==> src/rtl/fu_wb_arbiter_pkg.sv <==
// Shared types and defaults for the execute-stage writeback merger.
package fu_wb_arbiter_pkg;

  localparam int unsigned XLEN           = 32;
  localparam int unsigned TRANS_ID_BITS  = 3;
  localparam int unsigned NR_FU_CHANNELS = 4;
  localparam int unsigned NR_WB_PORTS    = 2;

  typedef struct packed {
    logic [XLEN-1:0] cause;
    logic [XLEN-1:0] tval;
    logic            valid;
  } exception_t;

  // One buffered functional-unit result.
  typedef struct packed {
    logic [TRANS_ID_BITS-1:0] trans_id;
    logic [XLEN-1:0]          result;
    exception_t               exception;
  } wb_entry_t;

endpackage

==> src/rtl/fu_wb_arbiter_if.sv <==
// Producer-channel and scoreboard write-port bundle.
interface fu_wb_arbiter_if
  import fu_wb_arbiter_pkg::*;
#(
  parameter int unsigned NrChannels = NR_FU_CHANNELS,
  parameter int unsigned NrWbPorts  = NR_WB_PORTS
);

  logic       [NrChannels-1:0]                    ch_valid_i;
  logic       [NrChannels-1:0]                    ch_ready_o;
  logic       [NrChannels-1:0][TRANS_ID_BITS-1:0] ch_trans_id_i;
  logic       [NrChannels-1:0][XLEN-1:0]          ch_result_i;
  exception_t [NrChannels-1:0]                    ch_exception_i;

  logic       [NrWbPorts-1:0]                     wb_valid_o;
  logic       [NrWbPorts-1:0][TRANS_ID_BITS-1:0]  wb_trans_id_o;
  logic       [NrWbPorts-1:0][XLEN-1:0]           wb_result_o;
  exception_t [NrWbPorts-1:0]                     wb_exception_o;

  // Functional units and scoreboard side
  modport master (
    output ch_valid_i, ch_trans_id_i, ch_result_i, ch_exception_i,
    input  ch_ready_o,
    input  wb_valid_o, wb_trans_id_o, wb_result_o, wb_exception_o
  );

  // Arbiter side
  modport slave (
    input  ch_valid_i, ch_trans_id_i, ch_result_i, ch_exception_i,
    output ch_ready_o,
    output wb_valid_o, wb_trans_id_o, wb_result_o, wb_exception_o
  );

endinterface

==> src/rtl/fu_wb_fifo.sv <==
// Single-channel result FIFO with flush; no pass-through when full.
module fu_wb_fifo
  import fu_wb_arbiter_pkg::*;
#(
  parameter int unsigned Depth = 2
) (
  input  logic      clk_i,
  input  logic      rst_i,
  input  logic      flush_i,
  input  logic      push_i,
  input  wb_entry_t data_i,
  input  logic      pop_i,
  output wb_entry_t data_o,
  output logic      full_o,
  output logic      empty_o
);

  localparam int unsigned PtrW = (Depth > 1) ? $clog2(Depth) : 1;
  localparam int unsigned CntW = $clog2(Depth + 1);

  logic [PtrW-1:0] wr_ptr_q, wr_ptr_d, rd_ptr_q, rd_ptr_d;
  logic [CntW-1:0] cnt_q, cnt_d;
  wb_entry_t       mem_q [Depth];

  assign full_o  = (cnt_q == CntW'(Depth));
  assign empty_o = (cnt_q == '0);
  assign data_o  = mem_q[rd_ptr_q];

  // Next-state for pointers and occupancy; flush clears everything
  always_comb begin
    wr_ptr_d = wr_ptr_q;
    rd_ptr_d = rd_ptr_q;
    cnt_d    = cnt_q;
    if (push_i) wr_ptr_d = (wr_ptr_q == PtrW'(Depth - 1)) ? '0 : wr_ptr_q + PtrW'(1);
    if (pop_i)  rd_ptr_d = (rd_ptr_q == PtrW'(Depth - 1)) ? '0 : rd_ptr_q + PtrW'(1);
    if (push_i && !pop_i) cnt_d = cnt_q + CntW'(1);
    if (!push_i && pop_i) cnt_d = cnt_q - CntW'(1);
    if (flush_i) begin
      wr_ptr_d = '0;
      rd_ptr_d = '0;
      cnt_d    = '0;
    end
  end

  // Control state registers
  always_ff @(posedge clk_i) begin
    if (rst_i) begin
      wr_ptr_q <= '0;
      rd_ptr_q <= '0;
      cnt_q    <= '0;
    end else begin
      wr_ptr_q <= wr_ptr_d;
      rd_ptr_q <= rd_ptr_d;
      cnt_q    <= cnt_d;
    end
  end

  // Entry storage; contents are don't-care while unoccupied
  always_ff @(posedge clk_i) begin
    if (push_i && !flush_i) mem_q[wr_ptr_q] <= data_i;
  end

  a_no_push_full: assert property (@(posedge clk_i) disable iff (rst_i) !(push_i && full_o));
  a_no_pop_empty: assert property (@(posedge clk_i) disable iff (rst_i) !(pop_i && empty_o));

endmodule

==> src/rtl/fu_wb_arbiter.sv <==
// Merges N buffered functional-unit result channels onto M scoreboard write ports.
module fu_wb_arbiter
  import fu_wb_arbiter_pkg::*;
#(
  parameter int unsigned NrChannels = NR_FU_CHANNELS,
  parameter int unsigned NrWbPorts  = NR_WB_PORTS,
  parameter int unsigned FifoDepth  = 2,
  parameter int unsigned RoundRobin = 1
) (
  input  logic           clk_i,
  input  logic           rst_i,
  input  logic           flush_i,
  fu_wb_arbiter_if.slave bus,
  output logic           busy_o
);

  localparam int unsigned ChW   = (NrChannels > 1) ? $clog2(NrChannels) : 1;
  localparam int unsigned PortW = (NrWbPorts > 1) ? $clog2(NrWbPorts) : 1;

  if (NrChannels < 1) begin : g_bad_ch
    $error("NrChannels must be >= 1");
  end
  if (NrWbPorts < 1 || NrWbPorts > NrChannels) begin : g_bad_ports
    $error("NrWbPorts must be in 1..NrChannels");
  end
  if (FifoDepth < 1) begin : g_bad_depth
    $error("FifoDepth must be >= 1");
  end
  if (RoundRobin > 1) begin : g_bad_rr
    $error("RoundRobin must be 0 or 1");
  end

  logic [NrChannels-1:0] push, pop, full, empty, ch_ready;
  wb_entry_t             ch_entry [NrChannels];
  wb_entry_t             head     [NrChannels];
  wb_entry_t             wb_sel   [NrWbPorts];
  logic [NrWbPorts-1:0]  wb_valid;

  logic            arb_en;
  logic [ChW-1:0]  rr_ptr_q, rr_ptr_d, start, last_grant;
  logic [ChW:0]    scan_idx, rr_next;
  logic [PortW:0]  n_grant;
  logic            any_grant;

  assign arb_en          = ~rst_i & ~flush_i;
  assign ch_ready        = ~full & {NrChannels{arb_en}};
  assign bus.ch_ready_o  = ch_ready;
  assign push            = bus.ch_valid_i & ch_ready;
  assign busy_o          = ~rst_i & ~(&empty);
  assign start           = (RoundRobin != 0) ? rr_ptr_q : '0;

  for (genvar c = 0; c < NrChannels; c++) begin : g_ch
    assign ch_entry[c] = '{trans_id:  bus.ch_trans_id_i[c],
                           result:    bus.ch_result_i[c],
                           exception: bus.ch_exception_i[c]};

    fu_wb_fifo #(
      .Depth (FifoDepth)
    ) u_fifo (
      .clk_i   (clk_i),
      .rst_i   (rst_i),
      .flush_i (flush_i),
      .push_i  (push[c]),
      .data_i  (ch_entry[c]),
      .pop_i   (pop[c]),
      .data_o  (head[c]),
      .full_o  (full[c]),
      .empty_o (empty[c])
    );
  end

  // Scan channels from the priority start, granting the first NrWbPorts non-empty ones
  always_comb begin
    pop        = '0;
    wb_valid   = '0;
    for (int unsigned p = 0; p < NrWbPorts; p++) wb_sel[p] = '0;
    last_grant = '0;
    any_grant  = 1'b0;
    n_grant    = '0;
    scan_idx   = '0;
    for (int unsigned i = 0; i < NrChannels; i++) begin
      scan_idx = {1'b0, start} + (ChW+1)'(i);
      if (scan_idx >= (ChW+1)'(NrChannels)) scan_idx = scan_idx - (ChW+1)'(NrChannels);
      if (arb_en && !empty[scan_idx[ChW-1:0]] && (n_grant < (PortW+1)'(NrWbPorts))) begin
        pop[scan_idx[ChW-1:0]]     = 1'b1;
        wb_valid[n_grant[PortW-1:0]] = 1'b1;
        wb_sel[n_grant[PortW-1:0]]   = head[scan_idx[ChW-1:0]];
        last_grant                 = scan_idx[ChW-1:0];
        any_grant                  = 1'b1;
        n_grant                    = n_grant + (PortW+1)'(1);
      end
    end
    rr_next = {1'b0, last_grant} + (ChW+1)'(1);
    if (rr_next == (ChW+1)'(NrChannels)) rr_next = '0;
    rr_ptr_d = ((RoundRobin != 0) && any_grant) ? rr_next[ChW-1:0] : rr_ptr_q;
  end

  // Rotating-priority pointer; survives flush, cleared only by reset
  always_ff @(posedge clk_i) begin
    if (rst_i) rr_ptr_q <= '0;
    else       rr_ptr_q <= rr_ptr_d;
  end

  assign bus.wb_valid_o = wb_valid;
  for (genvar p = 0; p < NrWbPorts; p++) begin : g_port
    assign bus.wb_trans_id_o[p]  = wb_sel[p].trans_id;
    assign bus.wb_result_o[p]    = wb_sel[p].result;
    assign bus.wb_exception_o[p] = wb_sel[p].exception;

    for (genvar q = p + 1; q < NrWbPorts; q++) begin : g_pair
      a_uniq_id: assert property (@(posedge clk_i) disable iff (rst_i)
        !(wb_valid[p] && wb_valid[q] && (wb_sel[p].trans_id == wb_sel[q].trans_id)));
    end
  end

endmodule

==> src/flat_wrapper.sv <==
// flat-port wrapper written by rule: the top's interface ports become plain ports
module fu_wb_arbiter_flat import fu_wb_arbiter_pkg::*;
#(
  parameter int unsigned NrChannels = NR_FU_CHANNELS,
  parameter int unsigned NrWbPorts  = NR_WB_PORTS,
  parameter int unsigned FifoDepth  = 2,
  parameter int unsigned RoundRobin = 1
)
  (clk_i, rst_i, flush_i, busy_o, bus_ch_valid_i, bus_ch_trans_id_i, bus_ch_result_i, bus_ch_exception_i, bus_ch_ready_o, bus_wb_valid_o, bus_wb_trans_id_o, bus_wb_result_o, bus_wb_exception_o);
  fu_wb_arbiter_if #(.NrChannels(NrChannels), .NrWbPorts(NrWbPorts)) bus_i ();
  input  logic clk_i;
  input  logic rst_i;
  input  logic flush_i;
  output logic busy_o;
  input wire logic [$bits(bus_i.ch_valid_i)-1:0] bus_ch_valid_i;
  input wire logic [$bits(bus_i.ch_trans_id_i)-1:0] bus_ch_trans_id_i;
  input wire logic [$bits(bus_i.ch_result_i)-1:0] bus_ch_result_i;
  input wire logic [$bits(bus_i.ch_exception_i)-1:0] bus_ch_exception_i;
  output wire logic [$bits(bus_i.ch_ready_o)-1:0] bus_ch_ready_o;
  output wire logic [$bits(bus_i.wb_valid_o)-1:0] bus_wb_valid_o;
  output wire logic [$bits(bus_i.wb_trans_id_o)-1:0] bus_wb_trans_id_o;
  output wire logic [$bits(bus_i.wb_result_o)-1:0] bus_wb_result_o;
  output wire logic [$bits(bus_i.wb_exception_o)-1:0] bus_wb_exception_o;
  assign bus_i.ch_valid_i = bus_ch_valid_i;
  assign bus_i.ch_trans_id_i = bus_ch_trans_id_i;
  assign bus_i.ch_result_i = bus_ch_result_i;
  assign bus_i.ch_exception_i = bus_ch_exception_i;
  assign bus_ch_ready_o = bus_i.ch_ready_o;
  assign bus_wb_valid_o = bus_i.wb_valid_o;
  assign bus_wb_trans_id_o = bus_i.wb_trans_id_o;
  assign bus_wb_result_o = bus_i.wb_result_o;
  assign bus_wb_exception_o = bus_i.wb_exception_o;
  fu_wb_arbiter #(.NrChannels(NrChannels), .NrWbPorts(NrWbPorts), .FifoDepth(FifoDepth), .RoundRobin(RoundRobin)) u_core (.clk_i(clk_i), .rst_i(rst_i), .flush_i(flush_i), .bus(bus_i), .busy_o(busy_o));
endmodule
==> config.mk <==
export PLATFORM = sky130hd
export DESIGN_NAME = fu_wb_arbiter_flat
export DESIGN_NICKNAME = d
export VERILOG_FILES = /design/src/rtl/fu_wb_arbiter_pkg.sv /design/src/rtl/fu_wb_arbiter_if.sv /design/src/rtl/fu_wb_fifo.sv /design/src/rtl/fu_wb_arbiter.sv /design/src/flat_wrapper.sv
export SDC_FILE = /design/constraint.sdc
export NUM_CORES = 2
export LEC_CHECK = 0
export BUFFER_PORTS_ARGS = -buffer_cell sky130_fd_sc_hd__buf_2
export CAP_MARGIN = 20
export CORE_ASPECT_RATIO = 1.5
export CORE_UTILIZATION = 45
export DETAILED_ROUTE_END_ITERATION = 6
export GPL_TIMING_DRIVEN = 1
export PLACE_DENSITY = 0.76
export RECOVER_POWER = 25
export SETUP_SLACK_MARGIN = 0.5
export SLEW_MARGIN = 10
export SYNTH_ARGS = -nofsm -noshare
export SYNTH_HDL_FRONTEND = slang
export SYNTH_SLANG_ARGS = --single-unit
export TNS_END_PERCENT = 100
==> constraint.sdc <==
create_clock -name clk_i -period 20.6 [get_ports clk_i]
set_clock_uncertainty 0.15 [all_clocks]
set_input_delay 5.15 -clock clk_i [delete_from_list [all_inputs] [get_ports clk_i]]
set_output_delay 5.15 -clock clk_i [all_outputs]
set_load 0.02 [all_outputs]
==> results.py <==
metrics = {
    "routing": {
        "ant_nets": 0,
        "via_count": 31070,
        "routed_wl_um": 138100,
        "firstDrtPassIters": 7,
        "drtIter0Drc": 3620,
        "drc": 1,
        "via_per_inst": 6.306,
        "routedWlPerCell_um": 28.04,
    },
    "power_and_ir_drop": {
        "power_density_nw_per_um2": 86.76,
        "fin_total_pwr_mw": 4.403,
        "vdd_drop_max_v": 0.00008204,
        "p_leak_nw": 18.59,
    },
    "sta": {
        "fin_crit_sh": 0.7727,
        "worst_pin_slew_ns": 1.160,
        "finalMaxSlewViolations": 0,
        "finalSetupTns_ns": 0,
        "setup_viol": 0,
        "max_freq_mhz": 62.82,
        "finalHoldViolCount": 0,
        "hold_slack_ns": 0.3520,
        "worst_slack_ns": 4.682,
        "rsz0062_at_grt": "no",
        "slew_headroom": 0.2266,
        "period_needed_ns": 15.92,
    },
    "floorplanning": {
        "die_area_um2": 98420,
        "die_w_um": 256.5,
        "rows": 139,
        "die_h_um": 383.7,
        "top_level_ports": 614,
        "coreArea_um2": 96000,
        "start_util": 0.4553,
    },
    "synth": {
        "ys_types": 45,
        "synth.area.top_cells": "edfxtp_1 (55%), mux2i_1 (21%), mux4_2 (11%)",
        "synth_edf_count": 800,
        "syn_inst": 3043,
        "synthArstFlopShare": 0,
        "ys_warn_count": 0,
        "synth_nets": 3464,
        "yosysTopAreaCellShare": 0.5495,
        "yosysSeqAreaShare": 0.5596,
        "netlist.top_cell.by_area": "edfxtp_1",
        "dominantRegCellSynth": "edfxtp_1",
        "synth_area_um2": 43710,
        "synth_seq_cells": 822,
        "avgSynthCellArea_um2": 14.37,
    },
    "setup_path": {
        "arrival_ns": 10.62,
        "crit_path_frequent_cell": "buf_4",
        "path_class": "input port to primary output",
        "cp_max_fo": 53,
        "cp_cell_sequence": "buf_2 -> nor2_1 -> nand2_4 -> buf_4 -> inv_1 -> ha_1 -> or3_1 -> or3_4 -> nand3b_1 -> buf_4 -> buf_4 -> mux2i_1 -> buf_2",
        "crit_family": "buffers and inverters",
        "critPathCaptureType": "primary output",
        "slowest_delay_ns": 0.84,
        "path_buf_inv": 6,
        "critPathLaunchType": "input port",
        "required_ns": 15.30,
        "cp_slowest_cell": "buf_4",
    },
    "clock_network": {
        "path_clk_slew_ns": 0.06,
        "root_buffer": "clkbuf_16",
        "cts_setup_buffers": 0,
        "cts_sinks": 822,
        "cts_resized": 0,
        "h-tree-depth": 3,
        "holdBufCountCts": 0,
        "cts_buffers": 81,
        "clock_path_buffers": 3,
        "cts_tree": "yes",
        "clk_latency_ns": 0.67,
    },
    "placed_design": {
        "dpl.cell_count": 4726,
        "gp_congestion": 0.8700,
        "hpwlAfterDp_um": 84770,
        "portBuffers": 613,
        "place_ws_ns": 4.853,
    },
    "status": {
        "status": "finished, violations left",
        "failed_checks": "design-rule violations",
    },
    "layout": {
        "multi_input_area_um2": 18220,
        "seq_area_um2": 24490,
        "fill_cells": 7936,
        "drive_gt1_frac": 0.2611,
        "syn_to_final_growth_pct": 16.09,
        "stdcell_count": 4926,
        "nets": 3961,
    },
    "global_route": {
        "grt_pass1_wl_um": 198600,
        "overflow": 0,
        "track_usage": 0.2738,
        "grt_pass1_vias": 31120,
        "grt_max_degree": 107,
        "antenna_found_initial": 69,
    },
    "worst_hold_path": {
        "hold_path.class": "register to register",
    },
    "flow_run": {
        "drv_cap": 0,
    },
}
==> tightest hold or removal path, cell delays in order, from the launching register on <==
cell	delay, ns
dfxtp_1	0.32
xnor2_1	0.09
nor2_1	0.08
==> synthesized netlist by cell type (2+ instances only) <==
cell type  instances
edfxtp_1         800
mux4_2           205
nand4_1            3
ha_1              14
or2_2              5
xnor2_1           12
o2111ai_1          5
buf_2             31
buf_4             11
o221ai_1         100
a21oi_1          109
dfxtp_1           22
clkbuf_1         156
buf_6              9
nor2_1            35
nor3_1           102
a211oi_1           3
nand3_1           17
inv_1             14
or3_1              9
nand2_1          309
xor2_1             4
o211ai_1           2
o21ai_0          105
mux2i_1          901
buf_1             41
==> metal layers <==
metal | GRT usage | vias to the layer above | wire length [um]
li1 | - | 13130 | -
met1 | 0.3226 | 15390 | 48700
met5 | 0 | - | 280
met3 | 0.06433 | 484 | 13940
met4 | 0.1758 | 44 | 7996
met2 | 0.4506 | 2015 | 67220
==> through the flow <==
step	util	cell area, um2
after floorplan	-	43710
after global placement	0.4985	47860
after detailed placement	0.4988	47880
after CTS	0.5283	50720
after global routing	0.5284	50730
final	0.5286	50750
==> power by group <==
| group | leakage [nW] | total [mW] | internal [mW] | switching (mW) |
|---|---|---|---|---|
| sequential | 7.45 | 1.89 | 1.87 | 0.0282 |
| combinational | 9.76 | 0.908 | 0.387 | 0.521 |
| clock | 1.38 | 1.60 | 0.923 | 0.677 |
==> cells by family after synthesis <==
kind of cell / Yosys count / share of synthesized area
compound gates: 334 / 0.04843
simple gates: 487 / 0.04677
xor+xnor: 16 / 0.003206
buf+inv: 264 / 0.02605
flops: 822 / 0.5596
fa+ha+maj: 14 / 0.004007
mux: 1106 / 0.3119
==> registers in the layout (all words and copies together) (netlist names), named ones only <==
signal                       count
u_core.g_ch.u_fifo.cnt_q         8
u_core.g_ch.u_fifo.mem_q       800
u_core.g_ch.u_fifo.rd_ptr_q      4
u_core.g_ch.u_fifo.wr_ptr_q      4
u_core.rr_ptr_q                  2
==> placed cells by master (no fill, tap or decap), types with 3 or more instances in the layout <==
master	instances
diode_2	53
nand2_1	308
clkbuf_1	90
nor2_1	27
xnor2_1	12
buf_2	527
a21oi_1	109
bufinv_16	14
or2_2	5
edfxtp_1	800
nor2_4	8
clkinv_4	6
mux2i_1	901
o2111ai_1	5
xor2_1	4
clkbuf_16	83
buf_12	5
buf_4	43
o221ai_1	100
dfxtp_4	6
a211oi_1	3
mux4_2	205
nand3_1	16
clkinvlp_4	6
inv_1	14
or3_1	8
nand4_1	3
ha_1	13
nor3_1	102
clkinv_2	13
clkinv_1	11
inv_6	5
dfxtp_1	16
o21ai_0	105
==> cell type report <==
cell class,count,area share
flip-flops and latches,822,0.4825
repair buffers,662,0.06721
well taps,1269,0.03129
clock inverters,59,0.01442
clock buffers,88,0.04150
inverters,16,0.001381
multi-input cells,1957,0.3591
diodes,53,0.002613
==> worst paths after layout <==
check	startpoint	to	slack [ns]	depth (start not counted)
max	rst_i	bus_wb_exception_o[53]	4.68	13
min reg2reg	u_core.g_ch[0].u_fifo.rd_ptr_q	register	0.35	2
max reg2reg	u_core.rr_ptr_q[1]	u_core.g_ch[3].u_fifo.cnt_q[1]	13.83	12
min	u_core.g_ch[0].u_fifo.rd_ptr_q	register	0.35	2
No activity file was read; power rests on OpenSTA's default activity.
